==> src/rtl/instruction_fetch_if.sv <==
// Bus between the instruction fetch unit and its host/core: program loading,
// start/done handshake and the issued instruction.
interface instruction_fetch_if #(
  parameter int AW = 4,
  parameter int IW = 16
);
  logic          load_en;
  logic [AW-1:0] load_addr;
  logic [IW-1:0] load_data;
  logic          start;
  logic          done;
  logic [IW-1:0] iin;
  logic [AW-1:0] pc;
  logic          valid;
  logic          halted;

  // master: host/core side; slave: the fetch unit
  modport master (
    output load_en, load_addr, load_data, start, done,
    input  iin, pc, valid, halted
  );

  modport slave (
    input  load_en, load_addr, load_data, start, done,
    output iin, pc, valid, halted
  );
endinterface

==> src/rtl/instruction_fetch.sv <==
// Instruction fetch: loadable program memory plus PC, issuing one word at a
// time to the core and advancing on the core's done pulse.
//
// state | meaning
// IDLE  | after reset; program may be loaded, waits for start
// FETCH | one-cycle read of mem[pc]; issues the word or halts on the halt word
// ISSUE | iin/pc held with valid=1 until done
// HALT  | program finished; program may be reloaded and restarted
module instruction_fetch #(
  parameter int DEPTH = 16,
  parameter int AW    = 4,
  parameter int IW    = 16
) (
  input  logic              clk,
  input  logic              resetn,
  instruction_fetch_if.slave bus
);

  localparam logic [1:0] IDLE  = 2'd0;
  localparam logic [1:0] FETCH = 2'd1;
  localparam logic [1:0] ISSUE = 2'd2;
  localparam logic [1:0] HALT  = 2'd3;

  localparam logic [AW-1:0] LAST_ADDR = AW'(DEPTH - 1);
  localparam logic [IW-1:0] HALT_WORD = {IW{1'b1}};

  logic [1:0]    state;
  logic [IW-1:0] mem [DEPTH];
  logic [AW-1:0] pc_q;
  logic [IW-1:0] iin_q;
  logic          valid_q;
  logic          halted_q;
  logic          load_ok;
  logic [IW-1:0] rd_word;

  assign load_ok = (state == IDLE) || (state == HALT);
  assign rd_word = mem[pc_q];

  // Memory is deliberately left out of reset so a program survives it.
  always_ff @(posedge clk) begin
    if (!resetn && load_ok && bus.load_en)
      mem[bus.load_addr] <= bus.load_data;
  end

  always_ff @(posedge clk) begin
    if (resetn) begin
      state    <= IDLE;
      pc_q     <= '0;
      iin_q    <= '0;
      valid_q  <= 1'b0;
      halted_q <= 1'b0;
    end else begin
      case (state)
        IDLE, HALT: begin
          // a write in the same cycle wins over start
          if (bus.start && !bus.load_en) begin
            pc_q     <= '0;
            halted_q <= 1'b0;
            state    <= FETCH;
          end
        end
        FETCH: begin
          if (rd_word == HALT_WORD) begin
            iin_q    <= '0;
            valid_q  <= 1'b0;
            halted_q <= 1'b1;
            state    <= HALT;
          end else begin
            iin_q   <= rd_word;
            valid_q <= 1'b1;
            state   <= ISSUE;
          end
        end
        ISSUE: begin
          if (bus.done) begin
            valid_q <= 1'b0;
            if (pc_q == LAST_ADDR) begin
              iin_q    <= '0;
              halted_q <= 1'b1;
              state    <= HALT;
            end else begin
              pc_q  <= pc_q + AW'(1);
              state <= FETCH;
            end
          end
        end
        default: state <= IDLE;
      endcase
    end
  end

  assign bus.iin    = iin_q;
  assign bus.pc     = pc_q;
  assign bus.valid  = valid_q;
  assign bus.halted = halted_q;

endmodule

==> src/flat_wrapper.sv <==
// flat-port wrapper written by rule: the top's interface ports become plain ports
module instruction_fetch_flat 
#(
  parameter int DEPTH = 16,
  parameter int AW    = 4,
  parameter int IW    = 16
)
  (clk, resetn, bus_load_en, bus_load_addr, bus_load_data, bus_start, bus_done, bus_iin, bus_pc, bus_valid, bus_halted);
  instruction_fetch_if #(.AW(AW), .IW(IW)) bus_i ();
  input  logic clk;
  input  logic resetn;
  input wire logic [$bits(bus_i.load_en)-1:0] bus_load_en;
  input wire logic [$bits(bus_i.load_addr)-1:0] bus_load_addr;
  input wire logic [$bits(bus_i.load_data)-1:0] bus_load_data;
  input wire logic [$bits(bus_i.start)-1:0] bus_start;
  input wire logic [$bits(bus_i.done)-1:0] bus_done;
  output wire logic [$bits(bus_i.iin)-1:0] bus_iin;
  output wire logic [$bits(bus_i.pc)-1:0] bus_pc;
  output wire logic [$bits(bus_i.valid)-1:0] bus_valid;
  output wire logic [$bits(bus_i.halted)-1:0] bus_halted;
  assign bus_i.load_en = bus_load_en;
  assign bus_i.load_addr = bus_load_addr;
  assign bus_i.load_data = bus_load_data;
  assign bus_i.start = bus_start;
  assign bus_i.done = bus_done;
  assign bus_iin = bus_i.iin;
  assign bus_pc = bus_i.pc;
  assign bus_valid = bus_i.valid;
  assign bus_halted = bus_i.halted;
  instruction_fetch #(.DEPTH(DEPTH), .AW(AW), .IW(IW)) u_core (.clk(clk), .resetn(resetn), .bus(bus_i));
endmodule
==> config.mk <==
export PLATFORM = sky130hd
export DESIGN_NAME = instruction_fetch_flat
export DESIGN_NICKNAME = d
export VERILOG_FILES = /design/src/rtl/instruction_fetch_if.sv /design/src/rtl/instruction_fetch.sv /design/src/flat_wrapper.sv
export SDC_FILE = /design/constraint.sdc
export NUM_CORES = 1
export LEC_CHECK = 0
export CAP_MARGIN = 20
export CORE_MARGIN = 5
export CORE_UTILIZATION = 25
export DETAILED_ROUTE_END_ITERATION = 10
export GPL_TIMING_DRIVEN = 1
export MAX_ROUTING_LAYER = met4
export SETUP_SLACK_MARGIN = 0.1
export SLEW_MARGIN = 0
export SYNTH_ARGS = -nofsm -noshare
export SYNTH_HDL_FRONTEND = slang
export SYNTH_SLANG_ARGS = --single-unit
==> constraint.sdc <==
create_clock -name clk -period 7.45 [get_ports clk]
set_input_delay 1.49 -clock clk [delete_from_list [all_inputs] [get_ports clk]]
set_output_delay 1.49 -clock clk [all_outputs]
set_load 0.005 [all_outputs]
### Word-level counts from Yosys, hierarchy flattened

Memory sizes are Yosys's and may differ from the RTL's. A register that Yosys moved wholly into a read port is not among the register bits.
Index checks and enable logic that the tools add are counted.

| storage, ports and cells | value |
|---|---|
| output and inout bits | 22 |
| memories | 1 |
| register bits | 24 |
| bits in writable memories | 256 |

| cells by class | value |
|---|---|
| equality and inequality tests | 10 |
| muxes and demuxes | 25 |
| reductions and logical operators | 15 |
| add/subtract/negate cells | 1 |

Memories:

| name | words | bits a word | rd ports | clocked after memory_dff | write ports | line | RTL |
|---|---|---|---|---|---|---|---|
| u_core.mem | 16 | 16 | 1 | 1 | 1 | instruction_fetch.sv:28 | `logic [IW-1:0] mem [DEPTH];` |

Operators by type and width:

| operator | number |
|---|---|
| $mux W16 | 3 |
| $pmux W16 S2 | 1 |
| $mux W4 | 5 |
| $eq A16 B16 Y1 const B | 1 |
| $mux W1 | 9 |
| $pmux W4 S2 | 1 |
| $reduce_and A4 Y1 | 2 |
| $mux W2 | 3 |
| $ne A2 B1 Y1 const B | 3 |
| $pmux W2 S3 | 1 |
| $add A4 B1 Y4 const B | 1 |
| $eq A2 B2 Y1 const B | 2 |
| $eq A4 B4 Y1 const B | 1 |
| $ne A2 B2 Y1 const B | 2 |
| $reduce_and A2 Y1 | 2 |
| $reduce_bool A2 Y1 | 2 |
| $logic_and A1 B1 Y1 | 3 |
| $pmux W1 S3 | 1 |
| $reduce_and A3 Y1 | 1 |
| $eq A2 B1 Y1 const B | 1 |
| $logic_not A1 Y1 | 2 |
| $logic_not A2 Y1 | 1 |
| $pmux W1 S2 | 1 |
| $reduce_or A2 Y1 | 1 |
| $logic_or A1 B1 Y1 | 1 |

### Depth between registers and ports, before layout

Gate-level depths: netlist of the first run.

| depth | value |
|---|---|
| depth in word-level cells | 6 |
| depth in mapped cells | 10 |
| depth with buffers taken out | 8 |

### Worst setup path after synthesis of the first run

No wires, ideal clock.

| timing path | value |
|---|---|
| path type | input-to-reg |
| from | input resetn |
| to | memory u_core.mem[0][0] (enable) |
| path slack | 3.740 ns |
| arrival | 3.301 ns |
| buffers on the path | 1 |
| data required time | 7.041 ns |
| stages on the path | 4 |
| cells stage by stage | buf_6 nand3b_1 or3_1 nor3_1 |

| between the ends | value |
|---|---|
| word-level cells in the longest chain between the ends | 5 |

Ends and longest elaborated chain:

| item | line | RTL |
|---|---|---|
| from (decl) | flat_wrapper.sv:11 | `input logic resetn;` |
| $logic_not A1 Y1 | instruction_fetch.sv:41 | `if (!resetn && load_ok && bus.load_en)` |
| $logic_and A1 B1 Y1 (2 in a row) | instruction_fetch.sv:41 |  |
| $mux W1 | instruction_fetch.sv:41 |  |
| $mux W1 (implied by the code) | instruction_fetch.sv:42 | `mem[bus.load_addr] <= bus.load_data;` |
| to (decl) | instruction_fetch.sv:28 |  |

Every way passes these cells.

==> results of run 1 <==
## placed cells by master (no fill, tap or decap), types with 3 or more instances in the layout
master	n
nand2b_1	4
clkdlybuf4s50_1	46
and2b_2	3
clkbuf_16	29
nand2_1	20
nor2_1	10
o21ai_0	3
ha_1	3
a22o_2	11
nand4_1	4
clkinv_1	11
dfxtp_1	26
diode_2	3
buf_4	6
a22o_1	6
nor3_2	4
edfxtp_1	256
mux4_2	45
nor2_2	12
nand3_1	7
inv_1	4
a21oi_1	7
mux4_1	19
clkbuf_1	7
a22oi_1	33
## path summary, 6_finish.rpt
path,end,slack (ns),cells past startpoint
worst max-delay path,u_core.bus.iin[4],3.75,8
worst min-delay path,u_core.bus.halted,0.47,2
worst max register to register,u_core.bus.iin[4],3.75,8
worst min register to register,u_core.bus.halted,0.47,2
## sequential cells by signal, summed over array words and instances (netlist names), named ones only
name               flops
u_core.bus.halted      1
u_core.bus.iin        16
u_core.bus.pc          4
u_core.bus.valid       1
u_core.mem           256
u_core.state           2
## worst max-delay path: stages, from the launching register on
cell and delay (ns):
dfxtp_4 0.67, buf_4 0.68, mux4_1 0.69, a22oi_1 0.28
nand2_1 0.17, nand4_1 0.17, nor4_2 0.09, nor3b_4 0.58
a22o_2 0.26
## per-stage QoR
step / total power [µW] / utilization / cells
2_1_floorplan: 1980 / - / 526
3_3_place_gp: 2110 / 0.279 / 1138
3_5_place_dp: 2110 / 0.279 / 1139
4_1_cts: 3450 / 0.300 / 1193
5_1_grt: 3560 / 0.300 / 1197
6_report: 3420 / 0.300 / 1197
## report_power, final
part | internal (µW) | leakage (µW) | switching (µW) | total [µW]
clock | 781 | 0.000428 | 568 | 1350
combinational | 131 | 0.000941 | 138 | 268
sequential | 1780 | 0.00253 | 25.8 | 1810
## routing by layer
metal | global-route usage | up-vias
met4 | 0.0301 | 0
met2 | 0.156 | 160
met3 | 0.0182 | 33
li1 | - | 2354
met5 | - | -
met1 | 0.140 | 2757
## cell type report
type | count | area share
multi-input combinational | 213 | 0.196
timing repair buffer | 54 | 0.0407
sequential | 284 | 0.637
clock inverter | 18 | 0.0105
clock buffer | 36 | 0.0580
inverter | 4 | 0.00116
antenna | 3 | 0.000579
tap | 585 | 0.0565
## cell families (layout without fill, tap and decap cells)
group                      count (synthesis)  count (layout)  share of synthesized area
AOI/OAI and AO/OA                         67              67                     0.0472
adders and majority gates                  3               3                    0.00343
buffers and inverters                     29             112                     0.0209
DFF                                      284             284                      0.753
muxes                                     65              65                      0.139
other                                      0               3                          0
and+or+nand+nor                           78              78                     0.0365
==> qor.yml, run 1 <==
status: "complete, no violations"
multiInputGateArea_um2: 2530
grt_antenna_before_repair: 3
clock_path_buffers: 3
fin_skew_ns: 0.0210
tritoncts: "done"
hp-class: "register to register"
cts_resized: 0
setup_ws_ns: 3.75
max_slew_margin: 0.245
synth.top_cells.by_area: "edfxtp_1, mux4_2, dfxtp_1, mux4_1, a22oi_1"
synthDistinctLibCells: 41
drtIter0Drc: 560
period_needed_ns: 3.70
dpl_cell_area_um2: 12100
rsz0062_at_grt: "false"
clkTransAtPathRegs_ns: 0.06
crit_type: "register to register"
layout-drive-gt1-share: 0.205
cts_sinks: 284
cts-root-buf: "clkbuf_16"
syn_inst: 526
min_from: "u_core.bus.halted"
dr_wl_met3_um: 1380
insertion_delay_ns: 0.55
drcViolationCount: 0
rows: 76
grt_max_degree: 62
power.density_nw_per_um2: 264
grt_overflow: 0
ant_nets: 0
routed-wl-met2_um: 11100
ios: 47
max_freq_ghz: 0.270
finalSetupViolations: 0
finalNetCount: 614
first_pass_iters: 5
die_w_um: 219
hold_viol: 0
drt-total-wl_um: 24000
port_buffers: 46
synthArstFlopShare: 0
grt_pass1_vias: 5270
cap_violations: 0
hold_buffers: 0
cp-start-kind: "register"
fin_area_um2: 13000
synth_top_area_share: 0.702
dp_slack_ns: 3.30
regArea_um2: 8250
viasPerCell: 4.43
worstPathMaxFanout: 39
irDropWorstVdd_mv: 0.160
whs_ns: 0.474
arrival_ns: 4.18
postCtsSetupRepairBufs: 0
syn2layout_area_growth_pct: 18.3
yosys_warnings: 0
netlist_area_um2: 11000
grt_usage: 0.102
numCtsBuffers: 29
num_vias: 5304
detailed_place_hpwl_um: 15100
slew_viol_final: 0
h-tree-depth: 1
synthTopCellsByCount: "edfxtp_1, mux4_2, a22oi_1, dfxtp_1, nor2_1"
routed.top_layer: "met4"
synth_ff_type: "edfxtp_1"
start_util: 0.254
tightest_slew_ns: 1.13
met1_length_um: 10900
wl_per_cell_um: 20.0
ys_seq_area_frac: 0.753
synthMostInstantiatedCell: "edfxtp_1"
fin_crit_sh: 0.496
synth_edf_count: 256
synth_top_cell_by_area: "edfxtp_1"
ys_ff_latch: 284
leakagePower_uw: 0.00390
core_area_um2: 43200
die-area_um2: 48100
syn_area_per_cell_um2: 20.8
place.gp.congestion: 0.767
fillers: 4235
fin_setup_tns_ns: 0
grt_pass1_wl_um: 35500
worstPathRequired_ns: 7.93
die_h_um: 219
cp-end-kind: "register"
syn-num-nets: 554
(Power assumes the default switching activity.)
==> run 2, diff against run 1 <==
Clock period 7.45 ns to 3.3 ns, I/O delays scaled along.
==> run 2 against run 1 <==
  * Critical path depth rose by 1
  * Via count rose by 1.7%
  * Critical path type unchanged
  * Sequential cell count did not move
  * Highest routed layer unchanged
  * Register-to-register slack got worse by 3.2 ns
  * Wire length rose by 1.1%
  * First-iteration DRC count fell by 11%
  * Cell area rose by 1.4%
  * Largest cell class unchanged
==> qor.yml, run 2 (synthesized netlist as in run 1, its figures left out) <==
postCtsSetupRepairBufs: 0  # unchanged
worst_path_largest_cell_delay_ns: 0.55  # -0.14 ns
rows: 76  # unchanged
path_cells: "buf_12 -> mux4_1 -> nand3_1 -> nand3_1 -> nand4_1 -> nor4_2 -> nor3b_4 -> buf_4 -> a22o_2"
h-tree-depth: 1  # unchanged
tritoncts: "done"
leakagePower_uw: 0.00403  # +3.3%
fin_skew_ns: 0.00999  # -0.0110 ns
grt_pass1_wl_um: 36300  # +2.2%
cts_resized: 0  # unchanged
irDropWorstVdd_mv: 0.364  # +130%
grt_pass1_vias: 5488  # +4.1%
max_freq_ghz: 0.368  # +36%
r2r_end: "u_core.bus.iin[9]"
wl_per_cell_um: 19.9  # -0.77%
max_slew_margin: 0.542  # +0.297
ant_nets: 0  # unchanged
clock_path_buffers: 3  # unchanged
cap_violations: 0  # unchanged
syn2layout_area_growth_pct: 19.9
drcViolationCount: 0  # unchanged
power.density_nw_per_um2: 579  # +120%
finalNetCount: 638  # +3.9%
insertion_delay_ns: 0.53  # -0.02 ns
rsz0062_at_grt: "false"
place.gp.congestion: 0.752  # -2.0%
worstPathMaxFanout: 19  # -51%
arrival_ns: 3.14  # -1.04 ns
crit_top_cell: "nand3_1"
cp-endpoint: "u_core.bus.iin[9]"
crit_cells: 9  # +1
largest_reg_flops: 256  # unchanged
die_h_um: 219  # unchanged
detailed_place_hpwl_um: 15000  # -0.78%
finalSetupViolations: 0  # unchanged
grt_usage: 0.103  # +0.00123
hp-class: "register to register"
num_vias: 5395  # +1.7%
start_util: 0.254  # unchanged
tightest_slew_ns: 0.681  # -0.451 ns
slew_viol_final: 0  # unchanged
status: "complete, no violations"
cp-start-kind: "register"
cp_top_family: "simple AND/OR/NAND/NOR gates"
fin_crit_sh: 0.822  # +0.326
drtIter0Drc: 496  # -11%
cts-root-buf: "clkbuf_16"
rrSetupSlack_ns: 0.59  # -3.17 ns
crit_buf_inv: 2  # +1
grt_max_degree: 62  # unchanged
dpl_cell_area_um2: 12300  # +1.9%
fin_area_um2: 13100  # +1.4%
regMostFlops: "u_core.mem"
grt_antenna_before_repair: 2  # -1
core_area_um2: 43200  # unchanged
die-area_um2: 48100  # unchanged
hold_buffers: 0  # unchanged
clkTransAtPathRegs_ns: 0.06  # about the same
cp-end-kind: "register"
first_pass_iters: 5  # unchanged
layout-drive-gt1-share: 0.239  # +0.0337
layout_common_cells: "edfxtp_1, clkdlybuf4s50_1, mux4_2"
cp_slowest_cell: "dfxtp_4"
cts_sinks: 284  # unchanged
fin_cells: 1220  # +1.9%
rr_worst_depth: 9  # +1
ios: 47  # unchanged
period_needed_ns: 2.71  # -0.984 ns
fillers: 4215  # -0.47%
drt-total-wl_um: 24300  # +1.1%
hold_viol: 0  # unchanged
worstPathRequired_ns: 3.72  # -4.21 ns
dp_cells: 1165  # +2.3%
crit_type: "register to register"
final_common_cell: "edfxtp_1"
grt_overflow: 0  # unchanged
fin_setup_tns_ns: 0  # unchanged
port_buffers: 46  # unchanged
viasPerCell: 4.42  # -0.20%
numCtsBuffers: 28  # -3.4%
die_w_um: 219  # unchanged
==> run 2: layer usage <==
metal,up-vias,share of wire,track usage
li1,2393,-,-
met1,2829,0.43,0.134
met2,144,0.49,0.168
met3,29,0.059,0.0195
met4,0,0.017,0.0278
met5,-,0,-
==> run 2: per-stage QoR <==
stage          hold slack (ns)  setup slack [ns]  utilization  total power, µW
5_1_grt                  0.491             0.310        0.304             7910
6_report                 0.469             0.586        0.304             7610
3_5_place_dp             0.461             0.571        0.284             4790
3_3_place_gp             0.459             0.610        0.284             4780
2_1_floorplan            0.457             0.420            -             4480
4_1_cts                  0.471             0.557        0.304             7690
==> run 2: power by group <==
| group | switching (µW) | internal (µW) | total (µW) |
|---|---|---|---|
| clock network | 1250 | 1650 | 2900 |
| logic | 311 | 318 | 629 |
| registers | 53.6 | 4020 | 4070 |
| total | 1610 | 5990 | 7610 |
==> run 2: worst min-delay path by stage <==
stage / start / endpoint / slack (ns) / cells after the start
after floorplan: u_core.bus.halted / u_core.bus.halted / 0.46 / 2
after global placement: u_core.bus.halted / u_core.bus.halted / 0.46 / 2
after detailed placement: u_core.bus.iin[10] / u_core.bus.iin[10] / 0.46 / 1
after CTS: u_core.bus.halted / u_core.bus.halted / 0.47 / 2
after global routing: u_core.bus.iin[10] / u_core.bus.iin[10] / 0.49 / 1
final: u_core.bus.halted / u_core.bus.halted / 0.47 / 2
==> run 2: final cells by class <==
type,count,area [µm²],share of cell area
clock buffers,39,787,0.0599
well taps,585,732,0.0557
diodes,3,7.51,0.000572
repair buffers,79,746,0.0568
flip-flops and latches,284,8250,0.628
multi-input cells,213,2530,0.193
clock inverters,13,58.8,0.00448
inverters,4,15.0,0.00114
==> run 2: tightest hold or removal path, delay by kind of cell, from the launching register on <==
kind                   cells  cell delay, ns
buffers and inverters      1            0.05
DFF                        1            0.31
AOI/OAI and AO/OA          1            0.06
==> run 3, diff against run 2 <==
Clock period 3.3 ns to 2.8 ns, I/O delays scaled along.
==> run 3 against run 2 <==
  * Core utilization is 1.3 points higher
  * Via count is 4.2% higher
  * Die area stayed put
  * Critical endpoint is now u_core.bus.iin[12]
==> qor.yml, run 3 (synthesized netlist as in run 1, its figures left out) <==
status: "complete, no violations"
fin_cells: 1259  # +3.2%
dpl_cell_area_um2: 12600  # +2.3%
fin_skew_ns: 0.0189  # +0.00894 ns
leakagePower_uw: 0.00429  # +6.5%
cp-end-kind: "register"
viasPerCell: 4.46  # +0.96%
die_w_um: 219  # unchanged
clock_path_buffers: 3  # unchanged
ant_nets: 0  # unchanged
slew_viol_final: 0  # unchanged
clkPwrFrac: 0.385  # +0.003
h-tree-depth: 1  # unchanged
drcViolationCount: 0  # unchanged
cap_violations: 0  # unchanged
rows: 76  # unchanged
dp_slack_ns: 0.181  # -0.390 ns
grt_pass1_vias: 5707  # +4.0%
drtIter0Drc: 499  # +0.60%
detailed_place_hpwl_um: 16100  # +7.2%
regMostFlops: "u_core.mem"
port_buffers: 46  # unchanged
irDropWorstVdd_mv: 0.456  # +25%
first_pass_iters: 5  # unchanged
power_frac_comb: 0.091  # +0.008
cts_sinks: 284  # unchanged
final_common_cell: "edfxtp_1"
insertion_delay_ns: 0.54  # about the same
met1_usage: 0.139  # +0.00545
grt_antenna_before_repair: 2  # unchanged
num_vias: 5621  # +4.2%
grt_util_met2: 0.171  # +0.00320
place.gp.congestion: 0.789  # +4.9%
rsz0062_at_grt: "true"
ios: 47  # unchanged
syn2layout_area_growth_pct: 25.0
tightest_slew_ns: 1.13  # +0.445 ns
power.density_nw_per_um2: 669  # +16%
worstPathRequired_ns: 3.27  # -0.45 ns
drt-total-wl_um: 25400  # +4.6%
grt_usage: 0.105  # +0.00214
worst_path_largest_cell_delay_ns: 0.51  # -0.04 ns
fin_setup_tns_ns: 0  # unchanged
switchingPower_uw: 2000  # +24%
die-area_um2: 48100  # unchanged
busiest_layer: "met2"
internal-power_uw: 7160  # +19%
p_sw_frac: 0.218  # +0.00637
wl_per_cell_um: 20.1  # +1.3%
hold_viol: 0  # unchanged
max_slew_margin: 0.250  # -0.292
whs_ns: 0.475  # +0.00568 ns
tritoncts: "done"
hp-class: "register to register"
finalNetCount: 679  # +6.4%
dp_cells: 1188  # +2.0%
clkTransAtPathRegs_ns: 0.06  # about the same
fillers: 4179  # -0.85%
arrival_ns: 3.06  # -0.08 ns
seq_power_share: 0.524  # -0.012
start_util: 0.254  # unchanged
layout_common_cells: "edfxtp_1, buf_4, clkdlybuf4s50_1"
fin_crit_sh: 0.923  # +0.101
numCtsBuffers: 28  # unchanged
path_cells: "buf_4 -> clkbuf_16 -> mux4_2 -> a22oi_2 -> nand2_1 -> nand4_1 -> nor4_2 -> buf_4 -> nor3b_4 -> buf_12 -> a22o_2"
cp-start-kind: "register"
rrSetupSlack_ns: 0.22  # -0.37 ns
die_h_um: 219  # unchanged
crit_top_cell: "buf_4"
cts-root-buf: "clkbuf_16"
core_area_um2: 43200  # unchanged
hold_buffers: 0  # unchanged
worstPathMaxFanout: 16  # -3
setup_ws_ns: 0.215  # -0.371 ns
max_freq_ghz: 0.387  # +5.0%
cp_slowest_cell: "mux4_2"
grt_overflow: 0  # unchanged
fin_area_um2: 13700  # +4.2%
crit_type: "register to register"
grt_pass1_wl_um: 37400  # +3.1%
layout-drive-gt1-share: 0.308  # +0.0691
period_needed_ns: 2.58  # -0.129 ns
gr-usage-met3: 0.0188  # -0.000690
finalSetupViolations: 0  # unchanged
largest_reg_flops: 256  # unchanged
grt_max_degree: 35  # -44%
run 3: cell types whose count changed in the layout (fill, tap and decap cells not counted), sizes merged:
cell      delta
buf         +37
diode        -1
clkinvlp     +5
bufinv       +1
clkbuf       -1
clkinv       -2
run 3: path summary, 6_finish.rpt:
kind                                   startpoint            endpoint  cells after the start
worst max-delay path                     register  u_core.bus.iin[12]                     11
worst min-delay path            u_core.bus.halted   u_core.bus.halted                      2
worst max register to register           register  u_core.bus.iin[12]                     11
worst min register to register  u_core.bus.halted   u_core.bus.halted                      2
run 3: metrics by stage:
stage	total power, µW	utilization
2_1_floorplan	5270	-
3_3_place_gp	5660	0.291
3_5_place_dp	5670	0.291
4_1_cts	9190	0.311
5_1_grt	9490	0.317
6_report	9160	0.317
run 3: critical path, delay by kind of cell, from the launching register on:
family / cells / cell delay (ns)
AOI/OAI and AO/OA: 2 / 0.39
buffers and inverters: 4 / 0.62
DFF: 1 / 0.37
muxes: 1 / 0.51
and+or+nand+nor: 4 / 0.61
run 3: power groups by stage:
| stage | registers (µW) | logic, µW | clock network (µW) |
|---|---|---|---|
| floorplan | 4880 | 399 | 0 |
| global placement | 4890 | 774 | 0 |
| detailed placement | 4890 | 785 | 0 |
| CTS | 4800 | 786 | 3600 |
| global route | 4810 | 903 | 3780 |
| finish | 4800 | 833 | 3530 |
run 3: cell type report:
cell class | count | area, µm² | area share
diodes | 2 | 5.00 | 0.000366
clock buffers | 34 | 744 | 0.0544
clock inverters | 17 | 121 | 0.00887
inverters | 4 | 15.0 | 0.00110
multi-input cells | 213 | 2580 | 0.189
flip-flops and latches | 284 | 8250 | 0.603
well taps | 585 | 732 | 0.0535
repair buffers | 120 | 1240 | 0.0903
run 3: metal layers:
layer  part of all wire  wire length, µm
met1               0.43            11000
met2               0.49            12300
met3              0.062             1560
met4              0.018              467
met5                  0                0
run 3: timing repair:
| item | in CTS | in global routing |
|---|---|---|
| gates resized for setup | 0 | 11 |
| buffers inserted | 0 | 14 |
| setup endpoints to repair | 0 | 17 |
